**config.mk**
```make
export PLATFORM = sky130hd
export DESIGN_NAME = xor4_bist_controller_flat
export DESIGN_NICKNAME = d
export VERILOG_FILES = /design/src/rtl/xor4_bist_controller_pkg.sv /design/src/rtl/xor4_bist_controller_if.sv /design/src/rtl/xor4_bist_controller_checker.sv /design/src/rtl/xor4_bist_controller.sv /design/src/flat_wrapper.sv
export SDC_FILE = /design/constraint.sdc
export NUM_CORES = 1
export LEC_CHECK = 0
export CAP_MARGIN = 10
export CORE_UTILIZATION = 54
export CTS_BUF_LIST = sky130_fd_sc_hd__clkbuf_8
export CTS_CLUSTER_DIAMETER = 150
export DETAILED_ROUTE_END_ITERATION = 10
export PLACE_DENSITY = 0.89
export SYNTH_ARGS = -nofsm -noshare
export SYNTH_HDL_FRONTEND = slang
export SYNTH_HIERARCHICAL = 1
export SYNTH_SLANG_ARGS = --single-unit
export TNS_END_PERCENT = 30
```
**constraint.sdc**
```tcl
create_clock -name clk -period 2.6 [get_ports clk]
set_clock_uncertainty 0.15 [all_clocks]
set_input_delay 0.52 -clock clk [delete_from_list [all_inputs] [get_ports clk]]
set_output_delay 0.52 -clock clk [all_outputs]
set_load 0.02 [all_outputs]
```
**src/rtl/xor4_bist_controller_pkg.sv**
```systemverilog
// +---------------------------------------------------------------------------+
// | Package : xor4_bist_pkg                                                   |
// | Brief   : State encoding, pattern limits and golden model for XOR4 BIST   |
// | Rev     : 1.0                                                             |
// +---------------------------------------------------------------------------+
`default_nettype none

package xor4_bist_pkg;

   localparam int PAT_W = 4;
   localparam logic [PAT_W-1:0] PAT_LAST = 4'd15;

   typedef enum logic [2:0] {
      IDLE   = 3'd0,
      APPLY  = 3'd1,
      SETTLE = 3'd2,
      CHECK  = 3'd3,
      DONE   = 3'd4
   } state_t;

   // Returns {e,f,g} for pattern {d,c,b,a}
   function automatic logic [2:0] golden_efg(input logic [PAT_W-1:0] pat);
      logic e;
      logic f;
      logic g;
      e = pat[0] ^ pat[1];
      f = pat[2] ^ pat[3];
      g = ^pat;
      return {e, f, g};
   endfunction

endpackage

`default_nettype wire

```
**src/rtl/xor4_bist_controller_if.sv**
```systemverilog
// +---------------------------------------------------------------------------+
// | Interface : xor4_bist_controller_if                                       |
// | Brief     : Control/status and gate-side signals of the XOR4 BIST         |
// | Rev       : 1.0                                                           |
// +---------------------------------------------------------------------------+
`default_nettype none

interface xor4_bist_controller_if;
   import xor4_bist_pkg::*;

   logic             start;
   logic             abort;
   logic             pat_a;
   logic             pat_b;
   logic             pat_c;
   logic             pat_d;
   logic             dut_e;
   logic             dut_f;
   logic             dut_g;
   logic             busy;
   logic             done;
   logic             pass;
   logic [4:0]       err_cnt;
   logic             fail_valid;
   logic [PAT_W-1:0] fail_pat;

   modport master (
      input  start, abort, dut_e, dut_f, dut_g,
      output pat_a, pat_b, pat_c, pat_d,
      output busy, done, pass, err_cnt, fail_valid, fail_pat
   );

   modport slave (
      output start, abort, dut_e, dut_f, dut_g,
      input  pat_a, pat_b, pat_c, pat_d,
      input  busy, done, pass, err_cnt, fail_valid, fail_pat
   );

endinterface

`default_nettype wire

```
**src/rtl/xor4_bist_controller_checker.sv**
```systemverilog
// +---------------------------------------------------------------------------+
// | Module : xor4_bist_checker                                                |
// | Brief  : Golden compare with error counter and first-fail capture         |
// | Rev    : 1.0                                                              |
// +---------------------------------------------------------------------------+
`default_nettype none

module xor4_bist_checker
   import xor4_bist_pkg::*;
(
   input  wire logic             clk,
   input  wire logic             rst_n,
   input  wire logic             clear,
   input  wire logic             check_en,
   input  wire logic [PAT_W-1:0] pat,
   input  wire logic [2:0]       efg,
   output logic [4:0]            err_cnt,
   output logic                  fail_valid,
   output logic [PAT_W-1:0]      fail_pat
);

   logic mismatch;

   assign mismatch = (efg != golden_efg(pat));

   always_ff @(posedge clk or negedge rst_n) begin
      if (!rst_n) begin
         err_cnt    <= '0;
         fail_valid <= 1'b0;
         fail_pat   <= '0;
      end else if (clear) begin
         err_cnt    <= '0;
         fail_valid <= 1'b0;
         fail_pat   <= '0;
      end else if (check_en && mismatch) begin
         // Saturate at 16 so a full-fail sweep never wraps
         if (err_cnt != 5'd16) begin
            err_cnt <= err_cnt + 5'd1;
         end
         if (!fail_valid) begin
            fail_valid <= 1'b1;
            fail_pat   <= pat;
         end
      end
   end

endmodule

`default_nettype wire

```
**src/rtl/xor4_bist_controller.sv**
```systemverilog
// +---------------------------------------------------------------------------+
// | Module : xor4_bist_controller                                             |
// | Brief  : Sweeps 16 patterns over the XOR4 gate and checks e/f/g.          |
// |          XOR4_BIST_STOP_ON_FAIL_EN: end the sweep at the first mismatch.  |
// | Rev    : 1.0                                                              |
// +---------------------------------------------------------------------------+
`default_nettype none

module xor4_bist_controller
   import xor4_bist_pkg::*;
#(
   parameter int SETTLE_CYCLES = 2
)
(
   input  wire logic              clk,
   input  wire logic              rst_n,
   xor4_bist_controller_if.master bus
);

   localparam logic [3:0] SETTLE_LOAD = 4'(SETTLE_CYCLES - 1);

   state_t           state;
   state_t           state_nxt;
   logic [PAT_W-1:0] pat;
   logic [PAT_W-1:0] pat_nxt;
   logic [3:0]       settle_cnt;
   logic [3:0]       settle_nxt;
   logic             pass_r;
   logic             pass_nxt;
   logic             sweep_start;
   logic             check_en;
   logic             stop_now;
   logic [2:0]       efg;

   assign efg = {bus.dut_e, bus.dut_f, bus.dut_g};

`ifdef XOR4_BIST_STOP_ON_FAIL_EN
   assign stop_now = (efg != golden_efg(pat));
`else
   assign stop_now = 1'b0;
`endif

   always_ff @(posedge clk or negedge rst_n) begin
      if (!rst_n) begin
         state      <= IDLE;
         pat        <= '0;
         settle_cnt <= '0;
         pass_r     <= 1'b0;
      end else begin
         state      <= state_nxt;
         pat        <= pat_nxt;
         settle_cnt <= settle_nxt;
         pass_r     <= pass_nxt;
      end
   end

   always_comb begin
      state_nxt   = state;
      pat_nxt     = pat;
      settle_nxt  = settle_cnt;
      pass_nxt    = pass_r;
      sweep_start = 1'b0;
      check_en    = 1'b0;
      if (bus.abort) begin
         state_nxt = IDLE;
         pat_nxt   = '0;
         pass_nxt  = 1'b0;
      end else begin
         case (state)
            IDLE: begin
               if (bus.start) begin
                  state_nxt   = APPLY;
                  pat_nxt     = '0;
                  pass_nxt    = 1'b0;
                  sweep_start = 1'b1;
               end
            end
            APPLY: begin
               state_nxt  = SETTLE;
               settle_nxt = SETTLE_LOAD;
            end
            SETTLE: begin
               if (settle_cnt == 4'd0) begin
                  state_nxt = CHECK;
               end else begin
                  settle_nxt = settle_cnt - 4'd1;
               end
            end
            CHECK: begin
               check_en = 1'b1;
               if (stop_now || (pat == PAT_LAST)) begin
                  state_nxt = DONE;
               end else begin
                  state_nxt = APPLY;
                  pat_nxt   = pat + 4'd1;
               end
            end
            DONE: begin
               state_nxt = IDLE;
               pass_nxt  = (bus.err_cnt == 5'd0);
            end
            default: begin
               state_nxt = IDLE;
            end
         endcase
      end
   end

   xor4_bist_checker u_checker (
      .clk        (clk),
      .rst_n      (rst_n),
      .clear      (sweep_start),
      .check_en   (check_en),
      .pat        (pat),
      .efg        (efg),
      .err_cnt    (bus.err_cnt),
      .fail_valid (bus.fail_valid),
      .fail_pat   (bus.fail_pat)
   );

   assign bus.pat_a = pat[0];
   assign bus.pat_b = pat[1];
   assign bus.pat_c = pat[2];
   assign bus.pat_d = pat[3];
   assign bus.busy  = (state == APPLY) || (state == SETTLE) || (state == CHECK);
   assign bus.done  = (state == DONE);
   assign bus.pass  = pass_r;

endmodule

`default_nettype wire
```
**src/flat_wrapper.sv**
```systemverilog
// flat-port wrapper written by rule: the top's interface ports become plain ports
module xor4_bist_controller_flat import xor4_bist_pkg::*;
#(
   parameter int SETTLE_CYCLES = 2
)
  (clk, rst_n, bus_start, bus_abort, bus_dut_e, bus_dut_f, bus_dut_g, bus_pat_a, bus_pat_b, bus_pat_c, bus_pat_d, bus_busy, bus_done, bus_pass, bus_err_cnt, bus_fail_valid, bus_fail_pat);
  xor4_bist_controller_if bus_i ();
  input  wire logic clk;
  input  wire logic rst_n;
  input wire logic [$bits(bus_i.start)-1:0] bus_start;
  input wire logic [$bits(bus_i.abort)-1:0] bus_abort;
  input wire logic [$bits(bus_i.dut_e)-1:0] bus_dut_e;
  input wire logic [$bits(bus_i.dut_f)-1:0] bus_dut_f;
  input wire logic [$bits(bus_i.dut_g)-1:0] bus_dut_g;
  output wire logic [$bits(bus_i.pat_a)-1:0] bus_pat_a;
  output wire logic [$bits(bus_i.pat_b)-1:0] bus_pat_b;
  output wire logic [$bits(bus_i.pat_c)-1:0] bus_pat_c;
  output wire logic [$bits(bus_i.pat_d)-1:0] bus_pat_d;
  output wire logic [$bits(bus_i.busy)-1:0] bus_busy;
  output wire logic [$bits(bus_i.done)-1:0] bus_done;
  output wire logic [$bits(bus_i.pass)-1:0] bus_pass;
  output wire logic [$bits(bus_i.err_cnt)-1:0] bus_err_cnt;
  output wire logic [$bits(bus_i.fail_valid)-1:0] bus_fail_valid;
  output wire logic [$bits(bus_i.fail_pat)-1:0] bus_fail_pat;
  assign bus_i.start = bus_start;
  assign bus_i.abort = bus_abort;
  assign bus_i.dut_e = bus_dut_e;
  assign bus_i.dut_f = bus_dut_f;
  assign bus_i.dut_g = bus_dut_g;
  assign bus_pat_a = bus_i.pat_a;
  assign bus_pat_b = bus_i.pat_b;
  assign bus_pat_c = bus_i.pat_c;
  assign bus_pat_d = bus_i.pat_d;
  assign bus_busy = bus_i.busy;
  assign bus_done = bus_i.done;
  assign bus_pass = bus_i.pass;
  assign bus_err_cnt = bus_i.err_cnt;
  assign bus_fail_valid = bus_i.fail_valid;
  assign bus_fail_pat = bus_i.fail_pat;
  xor4_bist_controller #(.SETTLE_CYCLES(SETTLE_CYCLES)) u_core (.clk(clk), .rst_n(rst_n), .bus(bus_i));
endmodule
```
==> impl_metrics.json, run 1 <==
{
  "clk_pin_slew_ns": 0.08,
  "ant_nets": 0,
  "yosysSeqAreaShare_pct": 40.04,
  "p_per_area_nw_per_um2": 549.1,
  "grt_pass1_vias": 1108,
  "synth_seq_cells": 22,
  "netlist.area_leader.share_pct": 40.04,
  "worstPathMaxFanout": 9,
  "wirelength_um": 2853,
  "period_share_pct": 96.03,
  "cap_viol_max_count": 0,
  "drive_above_1_share_pct": 11.73,
  "drv_slew": 0,
  "syn_area_per_cell_um2": 10.19,
  "via_per_inst": 5.826,
  "antenna_found_initial": 0,
  "dieWidth_um": 52.46,
  "hp-class": "register to register",
  "overflow": 0,
  "peakVddDrop_mv": 0.5410,
  "cts-root-buf": "clkbuf_8",
  "final.setup.worst_slack_ns": 0.1033,
  "fin_nets": 174,
  "synthArstFlopShare_pct": 100.0,
  "timing.final.crit_period_ns": 2.497,
  "grt_pass1_wl_um": 4816,
  "crit_type": "register to output port",
  "n_fill_cell": 157,
  "multiInputGateArea_um2": 765.7,
  "area_growth_syn_to_layout_pct": 25.39,
  "synth-main-ff-cell": "dfrtp_1",
  "drc": 0,
  "required_ns": 1.93,
  "place_hpwl_um": 2093,
  "cts_buffers": 3,
  "routedWlPerCell_um": 15.02,
  "synth.most_common_cell": "dfrtp_1",
  "cts_tree": "yes",
  "fmax_ghz": 0.4005,
  "synth_nets": 146,
  "worst_pin_slew_ns": 0.6411,
  "clk_latency_ns": 0.27,
  "startpoint_type": "register",
  "status": "complete, no violations",
  "rows": 17,
  "max_slew_margin_pct": 56.66,
  "pin_count": 24,
  "p_leak_nw": 0.7190,
  "tns_ns": 0,
  "cts_hold_buffers": 0,
  "die_area_um2": 2752,
  "netlist_top_cells_area": "dfrtp_1 (40%), nand2b_1 (5.5%), mux2i_1 (4.4%)",
  "post_cts_buffers": 0,
  "syn_inst": 135,
  "core_area_um2": 2297,
  "initial_utilization_pct": 59.86,
  "num_vias": 1107,
  "ys_warn_count": 6,
  "finalPower_mw": 0.9467,
  "synth_commonest_cells": "dfrtp_1 (22), nand2b_1 (12), nor2_1 (9), inv_1 (7)",
  "routabilityCongestion": 0.8039,
  "synth_top_area_cell": "dfrtp_1",
  "synth_cell_types": 45,
  "worst-endpoint-arrival_ns": 1.83,
  "rsz0062_at_grt": "no",
  "portBuffers": 23,
  "grt_max_degree": 23,
  "final_core_util_pct": 75.05,
  "die_h_um": 52.46,
  "post-place-ws_ns": 0.07103,
  "cts_resized": 0,
  "clkSinkCount": 22,
  "netlist_area_um2": 1375,
  "layout.area.seq_um2": 550.5,
  "synth_edf_count": 0,
  "first_iter_violations": 14,
  "diodes": 0,
  "grt.total_usage_pct": 24.43,
  "crit_path_end_kind": "output port",
  "hold_viol": 0,
  "htreeDepth": 1,
  "setup_viol": 0,
  "first_pass_iters": 7,
  "fin_hold_ws_ns": 0.3857,
  "cts_buffer_depth": 2
}
==> critical path, cell delays in order, from the launching register on <==
cell and delay, ns:
dfrtp_1 0.48, nor2_1 0.30, and2_1 0.18, clkdlybuf4s50_1 0.60
==> final timing paths <==
kind / from / endpoint / slack, ns / cells after the start
worst max-delay path: u_core/state[1]$_DFFE_PN0P_ / bus_done / 0.10 / 3
worst min-delay path: u_core/u_checker/fail_valid$_DFFE_PN0P_ / u_core/u_checker/fail_valid$_DFFE_PN0P_ / 0.39 / 1
worst max register to register: u_core/pat[2]$_DFFE_PN0P_ / u_core/u_checker/err_cnt[0]$_DFFE_PN0P_ / 0.27 / 5
worst min register to register: u_core/u_checker/fail_valid$_DFFE_PN0P_ / u_core/u_checker/fail_valid$_DFFE_PN0P_ / 0.39 / 1
max in group asynchronous: rst_n / u_core/state[1]$_DFFE_PN0P_ / 1.63 / 2
min in group asynchronous: rst_n / u_core/pat[2]$_DFFE_PN0P_ / 0.44 / 2
==> state kept, by name (all words and copies together), names as in the netlist <==
name and flops:
u_core/u_checker/err_cnt 5, u_core/pat 4, u_core/bus.pass 1, u_core/settle_cnt 4
u_core/u_checker/fail_pat 4, u_core/u_checker/fail_valid 1, u_core/state 3
==> per-stage QoR <==
| stage | area [µm²] | std cells |
|---|---|---|
| 2_1_floorplan | 1375 | 135 |
| 3_3_place_gp | 1653 | 186 |
| 5_1_grt | 1724 | 190 |
| 4_1_cts | 1724 | 190 |
| 6_report | 1724 | 190 |
| 3_5_place_dp | 1653 | 186 |
==> kinds of logic (layout without fill, tap and decap cells) <==
| family | count (synthesis) | after routing | share of synthesized area [%] |
|---|---|---|---|
| xor+xnor | 3 | 3 | 3.003 |
| simple gates | 59 | 59 | 25.30 |
| buf+inv | 13 | 40 | 4.277 |
| compound gates | 24 | 24 | 16.11 |
| mux | 10 | 10 | 7.643 |
| flops | 22 | 22 | 40.04 |
| fa+ha+maj | 4 | 4 | 3.640 |
==> power by group <==
part	internal (mW)	switching, mW
clock	0.206	0.117
sequential	0.371	0.0333
combinational	0.102	0.116
==> final cells by class <==
class	count	area share [%]
Inverter	7	1.524
Clock inverter	1	1.742
Multi-Input combinational cell	100	44.41
Sequential cell	22	31.93
Timing Repair Buffer	29	15.97
Clock buffer	3	2.395
Tap cell	28	2.032
==> layer usage <==
layer | wire [µm] | track usage (%)
met5 | 0 | 0
met2 | 1499 | 43.67
met4 | 53 | 10.96
met3 | 78 | 4.928
met1 | 1222 | 27.57
==> cells in the final DEF, fill, tap and decap left out, types with 2 or more instances in the layout <==
cell             netlist  routed
xor2_2                 2       2
o211ai_1               3       3
nand4_1                2       2
clkbuf_8               0       3
mux2_1                 4       4
mux2i_1                6       6
a21oi_2                3       3
and2_1                 2       2
a31oi_1                2       2
nor2_1                 9       9
a21oi_4                2       2
clkdlybuf4s50_1        0      23
nor2b_1                5       5
inv_1                  7       7
nand2b_1              12      12
a32o_1                 2       2
nor3_1                 4       4
ha_1                   4       4
nand3_1                5       5
a21oi_1                3       3
buf_4                  0       6
dfrtp_1               22      22
or3b_1                 2       2
nand2_1                6       6
nor4_1                 2       2
No activity file was read; power rests on OpenSTA's default activity.
==> run 2, diff against run 1 <==
- CORE_ASPECT_RATIO: default -> 0.9
- PLACE_DENSITY: 0.89 -> 0.81
==> impl_metrics.json, run 2 (synthesized netlist as in run 1, its figures left out) <==
{
  "cap_viol_max_count": 0,
  "worst-endpoint-arrival_ns": 1.80,
  "largest_reg_flops": 5,
  "final_common_cell": "clkdlybuf4s50_1",
  "via_per_inst": 5.846,
  "dpl.cell_count": 184,
  "crit_path_end_kind": "output port",
  "timing.final.crit_period_ns": 2.465,
  "routabilityCongestion": 0.7628,
  "netSwitchingFraction_pct": 27.19,
  "post_cts_buffers": 0,
  "period_share_pct": 94.82,
  "grt_pass1_vias": 1065,
  "final_cell_mix": "clkdlybuf4s50_1 (23), dfrtp_1 (22), nand2b_1 (12)",
  "area_growth_syn_to_layout_pct": 24.75,
  "seq_power_share_pct": 43.3,
  "cts_buffer_depth": 2,
  "startpoint_type": "register",
  "grt_max_degree": 23,
  "final_area_um2": 1715,
  "p_sw_mw": 0.2534,
  "overflow": 0,
  "clkSinkCount": 22,
  "dieWidth_um": 55.19,
  "htreeDepth": 1,
  "setup_viol": 0,
  "p_clk_share_pct": 33.1,
  "core_area_um2": 2282,
  "hold_viol": 0,
  "r2r-start": "u_core/pat[0]$_DFFE_PN0P_",
  "drv_slew": 0,
  "fmax_ghz": 0.4056,
  "tns_ns": 0,
  "antenna_found_initial": 0,
  "clk_latency_ns": 0.26,
  "status": "complete, no violations",
  "initial_utilization_pct": 60.25,
  "crit_type": "register to output port",
  "max_flop_register": "u_core/u_checker/err_cnt",
  "cts_tree": "yes",
  "max_slew_margin_pct": 58.34,
  "portBuffers": 23,
  "grt_pass1_wl_um": 4747,
  "stdcell_count": 188,
  "p_int_mw": 0.6787,
  "clk_pin_slew_ns": 0.07,
  "routedWlPerCell_um": 14.82,
  "combPwrFrac_pct": 23.6,
  "diodes": 0,
  "first_pass_iters": 4,
  "worst_pin_slew_ns": 0.6162,
  "placed_area_um2": 1644,
  "die_area_um2": 2752,
  "first_iter_violations": 24,
  "num_vias": 1099,
  "hp-class": "register to register",
  "required_ns": 1.93,
  "wirelength_um": 2786,
  "rsz0062_at_grt": "no",
  "cts_hold_buffers": 0,
  "grt.total_usage_pct": 24.04,
  "drive_above_1_share_pct": 11.18,
  "ant_nets": 0,
  "place_hpwl_um": 2117,
  "rows": 16,
  "hold_path_startpoint": "u_core/settle_cnt[1]$_DFFE_PN0P_",
  "cts_buffers": 3,
  "peakVddDrop_mv": 0.4792,
  "cts-root-buf": "clkbuf_8",
  "fin_nets": 173,
  "worstPathMaxFanout": 9,
  "startpoint": "u_core/state[1]$_DFFE_PN0P_",
  "die_h_um": 49.87,
  "p_leak_nw": 0.7142,
  "drc": 0,
  "pin_count": 24,
  "p_per_area_nw_per_um2": 543.3,
  "cts_resized": 0,
  "n_fill_cell": 176
}
==> run 2: changes by cell type in the layout (fill, tap and decap cells not counted), sizes merged <==
cell  change
buf       -1
==> run 2: power groups by stage <==
stage               clock network (mW)  registers (mW)  logic [mW]
floorplan                            0           0.401       0.158
global placement                     0           0.408       0.209
detailed placement                   0           0.411       0.219
CTS                              0.320           0.404       0.221
global route                     0.336           0.410       0.247
finish                           0.308           0.404       0.220
==> run 2: worst paths after layout <==
kind,endpoint,slack (ns),depth (start not counted)
min in group asynchronous,u_core/state[1]$_DFFE_PN0P_,0.45,2
min,u_core/settle_cnt[1]$_DFFE_PN0P_,0.38,1
max reg2reg,u_core/u_checker/err_cnt[0]$_DFFE_PN0P_,0.30,5
min reg2reg,u_core/settle_cnt[1]$_DFFE_PN0P_,0.38,1
max,bus_done,0.13,3
max in group asynchronous,u_core/u_checker/fail_pat[1]$_DFFE_PN0P_,1.62,2
==> run 2: routing by layer <==
layer / track usage [%] / vias up / wire length (µm)
met5: 0 / - / 0
met4: 2.917 / 0 / 0
met1: 30.43 / 534 / 1196
li1: - / 539 / -
met2: 41.16 / 26 / 1497
met3: 6.481 / 0 / 92
==> run 2: critical path, stage by stage, from the launching register on <==
cell and delay, ns:
dfrtp_1 0.46, nor2_1 0.31, and2_1 0.17, clkdlybuf4s50_1 0.59
==> run 2: stage by stage <==
stage / hold WS [ns] / utilization, % / worst slack (ns) / power (mW)
5_1_grt: 0.4125 / 75.16 / 0.03650 / 0.9919
2_1_floorplan: 0.07441 / - / 0.3971 / 0.5588
3_3_place_gp: 0.3529 / 72.04 / 0.1068 / 0.6168
6_report: 0.3753 / 75.16 / 0.1348 / 0.9321
3_5_place_dp: 0.3601 / 72.04 / 0.08356 / 0.6301
4_1_cts: 0.3800 / 75.16 / 0.1253 / 0.9443
==> run 2: final cells by class <==
class	count	area, µm²	share of cell area [%]
multi-input cells	100	765.7	44.64
flip-flops and latches	22	550.5	32.09
repair buffers	28	267.8	15.61
clock buffers	3	41.29	2.407
well taps	27	33.78	1.969
clock inverters	1	30.03	1.751
inverters	7	26.28	1.532
